**config.mk**
```make
export PLATFORM = sky130hd
export DESIGN_NAME = nubus_mailbox_slave
export DESIGN_NICKNAME = d
export VERILOG_FILES = /design/src/rtl/nubus_mailbox_slave.sv
export SDC_FILE = /design/constraint.sdc
export NUM_CORES = 1
export LEC_CHECK = 0
export CELL_PAD_IN_SITES_DETAIL_PLACEMENT = 1
export CELL_PAD_IN_SITES_GLOBAL_PLACEMENT = 1
export CORE_MARGIN = 2
export CORE_UTILIZATION = 45
export DETAILED_ROUTE_END_ITERATION = 10
export GPL_TIMING_DRIVEN = 0
export PLACE_DENSITY_LB_ADDON = 0.1
export SLEW_MARGIN = 20
export SYNTH_ARGS = -nofsm -noshare
export SYNTH_HDL_FRONTEND = slang
export SYNTH_SLANG_ARGS = --single-unit
```
**constraint.sdc**
```tcl
create_clock -name mem_clk -period 12.5 [get_ports mem_clk]
set_input_delay 2.5 -clock mem_clk [delete_from_list [all_inputs] [get_ports mem_clk]]
set_output_delay 2.5 -clock mem_clk [all_outputs]
set_load 0.05 [all_outputs]
```
**src/rtl/nubus_mailbox_slave.sv**
```systemverilog
// nubus_mailbox_slave: target-side responder for the card's mem_* interface.
// Decodes a 4-register window (DATA, STATUS, CONTROL, SCRATCH) via mem_addr[3:2]
// and holds a DEPTH-word inbound mailbox FIFO that NuBus masters push and local
// logic pops. Each bus request is answered after WAIT_CLOCKS wait cycles with a
// one-cycle mem_ready_o pulse; register side effects commit on the ACK edge.
// Optional build macro: MAILBOX_IRQ_EN adds the irq output and CONTROL[15:8]
// IRQ_THRESH field.
module nubus_mailbox_slave #(
    parameter int unsigned DEPTH        = 8,
    parameter int unsigned WAIT_CLOCKS  = 1,
    parameter logic [31:0] SCRATCH_INIT = 32'h0000_0000
) (
    input  logic                   mem_clk,
    input  logic                   mem_reset,
    input  logic                   mem_valid,
    input  logic [3:0]             mem_write,
    input  logic [31:0]            mem_addr,
    input  logic [31:0]            mem_wdata,
    input  logic                   mem_myslot,
    output logic [31:0]            mem_rdata_o,
    output logic                   mem_ready_o,
    input  logic                   loc_pop,
    output logic [31:0]            loc_data,
    output logic                   loc_empty,
    output logic [$clog2(DEPTH):0] loc_count
`ifdef MAILBOX_IRQ_EN
    ,
    output logic                   irq
`endif
);

    localparam int unsigned PW = $clog2(DEPTH);
    localparam int unsigned CW = PW + 1;
    localparam logic [CW-1:0] FULL_CNT = CW'(DEPTH);

    // FSM encoding
    localparam logic [1:0] ST_IDLE = 2'd0;
    localparam logic [1:0] ST_WAIT = 2'd1;
    localparam logic [1:0] ST_ACK  = 2'd2;
    localparam logic [1:0] ST_HOLD = 2'd3;

    // Register window decode on mem_addr[3:2]
    localparam logic [1:0] A_DATA = 2'd0;
    localparam logic [1:0] A_STAT = 2'd1;
    localparam logic [1:0] A_CTRL = 2'd2;
    localparam logic [1:0] A_SCR  = 2'd3;

    logic [1:0]    state;
    logic [1:0]    state_n;
    logic [1:0]    wait_cnt;
    logic [1:0]    wait_cnt_n;

    logic [1:0]    req_addr;
    logic [3:0]    req_strb;
    logic [31:0]   req_wdata;

    logic [31:0]   fifo_mem [DEPTH];
    logic [PW-1:0] rd_ptr;
    logic [PW-1:0] rd_ptr_n;
    logic [PW-1:0] wr_ptr;
    logic [PW-1:0] wr_ptr_n;
    logic [CW-1:0] count;
    logic [CW-1:0] count_n;
    logic          ovf;
    logic          ovf_n;
    logic [31:0]   scratch;
    logic [31:0]   scratch_n;
    logic [31:0]   rdata_d;

`ifdef MAILBOX_IRQ_EN
    logic [7:0]    thresh;
    logic [7:0]    thresh_n;
`endif

    logic          accept;
    logic          commit;
    logic          req_wr;
    logic [31:0]   byte_mask;
    logic [31:0]   push_data;
    logic          fifo_full;
    logic          fifo_nempty;
    logic          bus_push;
    logic          bus_rd_pop;
    logic          do_flush;
    logic          do_clr;
    logic          do_scr;
    logic          do_pop;
    logic          do_push;
    logic          set_ovf;
    logic          unused_addr;

    // Only address bits [3:2] select a register
    assign unused_addr = ^{mem_addr[31:4], mem_addr[1:0]};

    // Request qualification and commit-cycle decode
    assign accept      = (state == ST_IDLE) && mem_valid && mem_myslot;
    assign commit      = (state == ST_ACK);
    assign req_wr      = |req_strb;
    assign byte_mask   = {{8{req_strb[3]}}, {8{req_strb[2]}}, {8{req_strb[1]}}, {8{req_strb[0]}}};
    assign push_data   = req_wdata & byte_mask;
    assign fifo_full   = (count == FULL_CNT);
    assign fifo_nempty = (count != '0);
    assign bus_push    = commit && (req_addr == A_DATA) && req_wr;
    assign bus_rd_pop  = commit && (req_addr == A_DATA) && !req_wr;
    assign do_flush    = commit && (req_addr == A_CTRL) && req_wr && req_wdata[1];
    assign do_clr      = commit && (req_addr == A_CTRL) && req_wr && req_wdata[0];
    assign do_scr      = commit && (req_addr == A_SCR) && req_wr;
    // Bus read and local pop share one pop; flush overrides any pop
    assign do_pop      = fifo_nempty && !do_flush && (bus_rd_pop || loc_pop);
    // A pop on the same edge frees the slot for a push into a full FIFO
    assign do_push     = bus_push && (!fifo_full || do_pop);
    assign set_ovf     = bus_push && fifo_full && !do_pop;

    // Head word straight from storage
    assign loc_data  = fifo_mem[rd_ptr];
    assign loc_count = count;

    // State register
    always_ff @(posedge mem_clk) begin
        if (mem_reset) begin
            state    <= ST_IDLE;
            wait_cnt <= 2'd0;
        end else begin
            state    <= state_n;
            wait_cnt <= wait_cnt_n;
        end
    end

    // Next-state logic: accept, wait countdown, single ACK, hold until valid drops
    always_comb begin
        state_n    = state;
        wait_cnt_n = wait_cnt;
        case (state)
            ST_IDLE: begin
                if (accept) begin
                    state_n    = ST_WAIT;
                    wait_cnt_n = 2'(WAIT_CLOCKS);
                end
            end
            ST_WAIT: begin
                if (wait_cnt == 2'd0) begin
                    state_n = ST_ACK;
                end else begin
                    wait_cnt_n = wait_cnt - 2'd1;
                end
            end
            ST_ACK: begin
                state_n = ST_HOLD;
            end
            ST_HOLD: begin
                if (!mem_valid) begin
                    state_n = ST_IDLE;
                end
            end
            default: begin
                state_n = ST_IDLE;
            end
        endcase
    end

    // Next values of FIFO bookkeeping and registers
    always_comb begin
        count_n   = count;
        rd_ptr_n  = rd_ptr;
        wr_ptr_n  = wr_ptr;
        ovf_n     = ovf;
        scratch_n = scratch;
        if (do_flush) begin
            count_n  = '0;
            rd_ptr_n = '0;
            wr_ptr_n = '0;
        end else begin
            if (do_pop) begin
                rd_ptr_n = rd_ptr + PW'(1);
            end
            if (do_push) begin
                wr_ptr_n = wr_ptr + PW'(1);
            end
            case ({do_push, do_pop})
                2'b10:   count_n = count + CW'(1);
                2'b01:   count_n = count - CW'(1);
                default: count_n = count;
            endcase
        end
        if (set_ovf) begin
            ovf_n = 1'b1;
        end else if (do_clr) begin
            ovf_n = 1'b0;
        end
        if (do_scr) begin
            scratch_n = (scratch & ~byte_mask) | push_data;
        end
    end

`ifdef MAILBOX_IRQ_EN
    // Interrupt threshold follows any CONTROL write
    always_comb begin
        thresh_n = thresh;
        if (commit && (req_addr == A_CTRL) && req_wr) begin
            thresh_n = req_wdata[15:8];
        end
    end
`endif

    // Read data presented during ACK, taken from the state as of the ACK cycle
    always_comb begin
        rdata_d = 32'h0000_0000;
        if ((state_n == ST_ACK) && !req_wr) begin
            case (req_addr)
                A_DATA: begin
                    if (count_n != '0) begin
                        rdata_d = fifo_mem[rd_ptr_n];
                    end
                end
                A_STAT: begin
                    rdata_d = {ovf_n, (count_n == FULL_CNT), (count_n == '0), 21'h0, 8'(count_n)};
                end
                A_CTRL: begin
`ifdef MAILBOX_IRQ_EN
                    rdata_d = {16'h0000, thresh_n, 8'h00};
`else
                    rdata_d = 32'h0000_0000;
`endif
                end
                default: begin
                    rdata_d = scratch_n;
                end
            endcase
        end
    end

    // Request latch, FIFO bookkeeping and registered bus/local outputs
    always_ff @(posedge mem_clk) begin
        if (mem_reset) begin
            req_addr    <= 2'd0;
            req_strb    <= 4'd0;
            req_wdata   <= 32'h0000_0000;
            rd_ptr      <= '0;
            wr_ptr      <= '0;
            count       <= '0;
            ovf         <= 1'b0;
            scratch     <= SCRATCH_INIT;
            mem_ready_o <= 1'b0;
            mem_rdata_o <= 32'h0000_0000;
            loc_empty   <= 1'b1;
        end else begin
            if (accept) begin
                req_addr  <= mem_addr[3:2];
                req_strb  <= mem_write;
                req_wdata <= mem_wdata;
            end
            rd_ptr      <= rd_ptr_n;
            wr_ptr      <= wr_ptr_n;
            count       <= count_n;
            ovf         <= ovf_n;
            scratch     <= scratch_n;
            mem_ready_o <= (state_n == ST_ACK);
            mem_rdata_o <= rdata_d;
            loc_empty   <= (count_n == '0);
        end
    end

    // Mailbox storage; contents are not reset
    always_ff @(posedge mem_clk) begin
        if (!mem_reset && do_push) begin
            fifo_mem[wr_ptr] <= push_data;
        end
    end

`ifdef MAILBOX_IRQ_EN
    // Interrupt tracks the occupancy threshold and sticky overflow
    always_ff @(posedge mem_clk) begin
        if (mem_reset) begin
            thresh <= 8'd1;
            irq    <= 1'b0;
        end else begin
            thresh <= thresh_n;
            irq    <= ((8'(count_n) >= thresh_n) && (thresh_n != 8'd0)) || ovf_n;
        end
    end
`endif

endmodule

```
Word-level counts from Yosys, hierarchy flattened. Memory sizes are Yosys's and may differ from the RTL's. A register that Yosys moved wholly into a read port is not among the register bits. Index checks and enable logic that the tools add are counted.

$add $sub $neg: 5. Equal/unequal tests: 13. Multiplexer cells: 19. Bitwise operators: 5. Reduce and logical (&&, ||, !) cells: 36.

Operator list (count): one-hot mux 32 bit (3 select lines) (1); AND 32 bit (2); 2-to-1 mux 32 bit (2); NOT 32 bit (1); bitwise OR 32 bit (1); logical AND 1 bit (18); == test 2 bit, second input constant (6); 2-to-1 mux 2 bit (5); 2-to-1 mux 3 bit (3); == test 4 bit, second input constant (2); one-hot mux 2 bit (4 select lines) (1); one-hot mux 4 bit (2 select lines) (1); nonzero test 4 bit (2); adder 3 x 1 -> 3 bit, second input constant (2); == test 2 x 1 -> 1 bit, second input constant (3); logical NOT 2 bit (3); logical NOT 1 bit (5); adder 4 x 1 -> 4 bit, second input constant (1); logical NOT 4 bit (1); 2-to-1 mux 1 bit (4); 2-to-1 mux 4 bit (1); != test 2 bit, second input constant (2); one-hot mux 2 bit (2 select lines) (1); OR reduction 2 bit (2); 7 further kinds (8).

Register bits: 119. Memory bits (writable): 256. Bits of input ports: 73. Output and inout port bits: 70. Word-level logic and storage cells: 92. Memories: 1.

Memories: fifo_mem (words 8, width 32, read ports 2, clocked after Yosys merged registers in 1, write ports 1, RTL line 57) `logic [31:0] fifo_mem [DEPTH];`.

Depth between registers and ports, before layout.
Depth in word-level cells: 15. Depth in mapped cells: 18.

Least setup slack after synthesis. Ideal clock, no wire load.

Kind: input -> register. Start point: in loc_pop. End point: mem fifo_mem[0][0], enable pin. Setup time: 0.468 ns. Arrival time: 5.960 ns. Required time: 12.032 ns. Slack: 6.072 ns. Stages: 5. Cell sequence: clkbuf_1 -> nand2_1 -> a31oi_1 -> nor3b_1 -> nor3b_1.

Cells in the longest elaborated chain, start to end: 7.

Ends and longest elaborated chain: from (decl) (RTL line 22) `input logic loc_pop,`; logical OR 1 bit (RTL line 109) `assign do_pop = fifo_nempty && !do_flush && (bus_rd_pop || loc_pop);`; logical AND 1 bit (RTL line 109); logical OR 1 bit (RTL line 111) `assign do_push = bus_push && (!fifo_full || do_pop);`; logical AND 1 bit (RTL line 111); logical AND 1 bit (RTL line 265) `if (!mem_reset && do_push) begin`; 2-to-1 mux 1 bit (RTL line 265); 2-to-1 mux 1 bit (not written as such) (RTL line 266) `fifo_mem[wr_ptr] <= push_data;`; to (decl) (RTL line 57).

Every way passes these cells.

==> results.cfg <==
[worst_setup_path]
path_delay_family = buffers and inverters
cp.required_ns = 10.00
crit_type = register to output pin
cp-start-kind = register
cp_slowest_stage_delay_ns = 0.85
path_cells = clkbuf_1, buf_1, mux4_2, mux2_2, clkdlybuf4s50_1
worstPathArrival_ns = 4.07
cp_slowest_cell = buf_1
path_max_fanout = 10
end_kind = output pin
crit_buf_inv = 3

[sta]
max_slew_margin_pct = 25.5
period_needed_ns = 6.57
finalMaxSlewViolations = 0
min_period_over_period_pct = 52.6
clock_skew_ns = 0.0115
rsz0062_at_grt = no
setup_viol_count_final = 0
worstMarginPinSlew_ns = 1.12
hold_viol = 0
timing.setup.tns_ns = 0
max_freq_mhz = 152

[cts]
postCtsSetupRepairBufs = 0
root_buffer = clkbuf_16
cts_buffers = 42
cts.sinks = 375
tritoncts = built
clock_latency_ns = 0.55
hold_buffers = 0
cts_buffer_depth = 3
clkTransAtPathRegs_ns = 0.06
htreeDepth = 2
post_cts_resized = 0

[logic_synthesis]
netlist_top_cells_count = nand2_1 (342), edfxtp_1 (256), nand3_1 (124)
syn_avg_cell_area_um2 = 12.0
synth_adder_area_share_pct = 0.304
synth-main-ff-cell = edfxtp_1
yosysSeqAreaShare_pct = 61.2
synth_top_family_by_area = simple AND/OR/NAND/NOR gates
synth.most_common_cell = nand2_1
synth-xor-area-share_pct = 0.426
synth-compound-area-share_pct = 4.59
syn_nets = 1444
synth-seq-cells = 375
synth_edf_count = 256
synthArstFlopShare_pct = 0
ys_top_cells_by_area = edfxtp_1 (47%), dfxtp_1 (14%), mux4_2 (8.8%)
syn_inst = 1367
synth.largest_area_cell = edfxtp_1
synth_cell_types = 59
yosys_warnings = 0
syn_area_mm2 = 0.0165
synth_top_area_share_pct = 46.7
synth.area.mux_share_pct = 13.6
synth-simple-area-share_pct = 17.4

[placed_design]
dpl.cell_count = 1971
gp_congestion = 0.805
portBuffers = 111
dp_hpwl_um = 36900
place_area_mm2 = 0.0185

[drt]
num_vias = 12209
first_pass_iters = 5
drt_iter0_markers = 923
antenna_left = 0
wirelength_um = 54500
drc = 0
wl_per_cell_um = 26.6
vias_per_cell = 5.95

[min_path]
hp-class = register to register

[floorplanning]
die_width_um = 195
core-area_mm2 = 0.0363
ios = 143
rows = 70
die_h_um = 195
start_util_pct = 45.3
dieArea_mm2 = 0.0381

[flow_run]
max_cap_viol_count = 0

[layout]
area_growth_pct = 20.8
finalNonFillerCells = 2051
drive_above_1_share_pct = 14.2
design_area_mm2 = 0.0199
nets = 1624

[run_status]
status = complete, no violations

[power]
power.density_mw_per_mm2 = 193
p_leak_nw = 6.89
peakVddDrop_uv = 139

[grt]
grt_pass1_vias = 12766
grt_first_pass_wirelength_um = 80500
grt_start_max_net_pins = 21
grt_overflow_total = 0
track_usage_pct = 28.7
antenna_found_initial = 0
-- kinds of logic (layout without fill, tap and decap cells) --
group           Yosys count  in the layout
simple gates            628            628
compound gates          113            113
other cells               0              2
flops                   375            375
mux                     139            139
buf+inv                 100            314
xor+xnor                  8              8
fa+ha+maj                 4              4
-- per-layer routing --
layer  global-route usage, %  wire (um)  vias to the layer above
li1                        -          -                     5360
met1                    38.2      22800                     6252
met2                    47.7      26100                      489
met3                    5.11       3810                      108
met4                    9.90       1800                        0
met5                       0          0                        -
-- report_power, final --
group	switching [mW]	internal [mW]
Clock	0.501	0.731
Combinational	0.868	0.387
Sequential	0.0189	1.33
Total	1.39	2.45
-- worst reg2reg max path: stages (launching register included) --
cell	delay, ns
dfxtp_1	0.33
nor4_2	0.65
o21ai_1	0.24
a21oi_4	0.38
nand2_1	0.12
xnor2_1	0.14
ha_1	0.31
nor4_1	0.27
a211o_1	0.19
nor2_1	0.07
or4_1	0.50
buf_2	0.20
nand3_2	0.14
buf_6	0.24
buf_12	0.20
o22ai_2	0.09
-- registers in the layout, indices dropped and copies added, names as in the netlist --
name         cells
rd_ptr           3
scratch         32
state            2
mem_rdata_o     32
ovf              1
req_wdata       32
loc_count        4
req_strb         4
loc_empty        1
mem_ready_o      1
req_addr         2
fifo_mem       256
wait_cnt         2
wr_ptr           3
-- metrics by stage --
stage	hold WS [ns]	worst slack [ns]	total power, mW	util [%]
finish	0.470	5.93	3.84	54.7
global route	0.500	5.69	3.98	54.7
CTS	0.475	5.82	3.85	54.7
detailed placement	0.467	6.00	2.63	50.9
global placement	0.456	1.91	2.61	49.9
floorplan	0.443	6.07	2.16	-
-- cell usage in the layout, fill, tap and decap left out, drive strengths merged, types with 17 or more instances in the layout --
master         count
clkbuf           125
o22ai             30
and2              36
clkinv            17
dfxtp            119
nand4             32
mux2              34
clkdlybuf4s50    111
nand2            343
mux2i             41
edfxtp           256
mux4              64
nand3            125
buf               51
nor2              52
a21oi             48
-- worst paths after layout --
path                 start  slack [ns]  cells after the start        endpoint
max              rd_ptr[0]        5.93                      5    loc_data[31]
min          req_wdata[26]        0.47                      2   req_wdata[26]
max reg2reg    req_strb[3]        8.26                     15  mem_rdata_o[4]
min reg2reg  req_wdata[26]        0.47                      2   req_wdata[26]
-- layout make-up --
| type | count | area, um^2 |
|---|---|---|
| diodes | 2 | 5.00 |
| plain buffers | 94 | 399 |
| clock buffers | 57 | 1230 |
| clock inverters | 21 | 149 |
| fillers | 3727 | 16500 |
| inverters | 6 | 22.5 |
| multi-input cells | 892 | 6010 |
| flip-flops and latches | 375 | 10100 |
| well taps | 468 | 586 |
| repair buffers | 136 | 1410 |
Note: power is estimated with default switching activity, not from simulation.
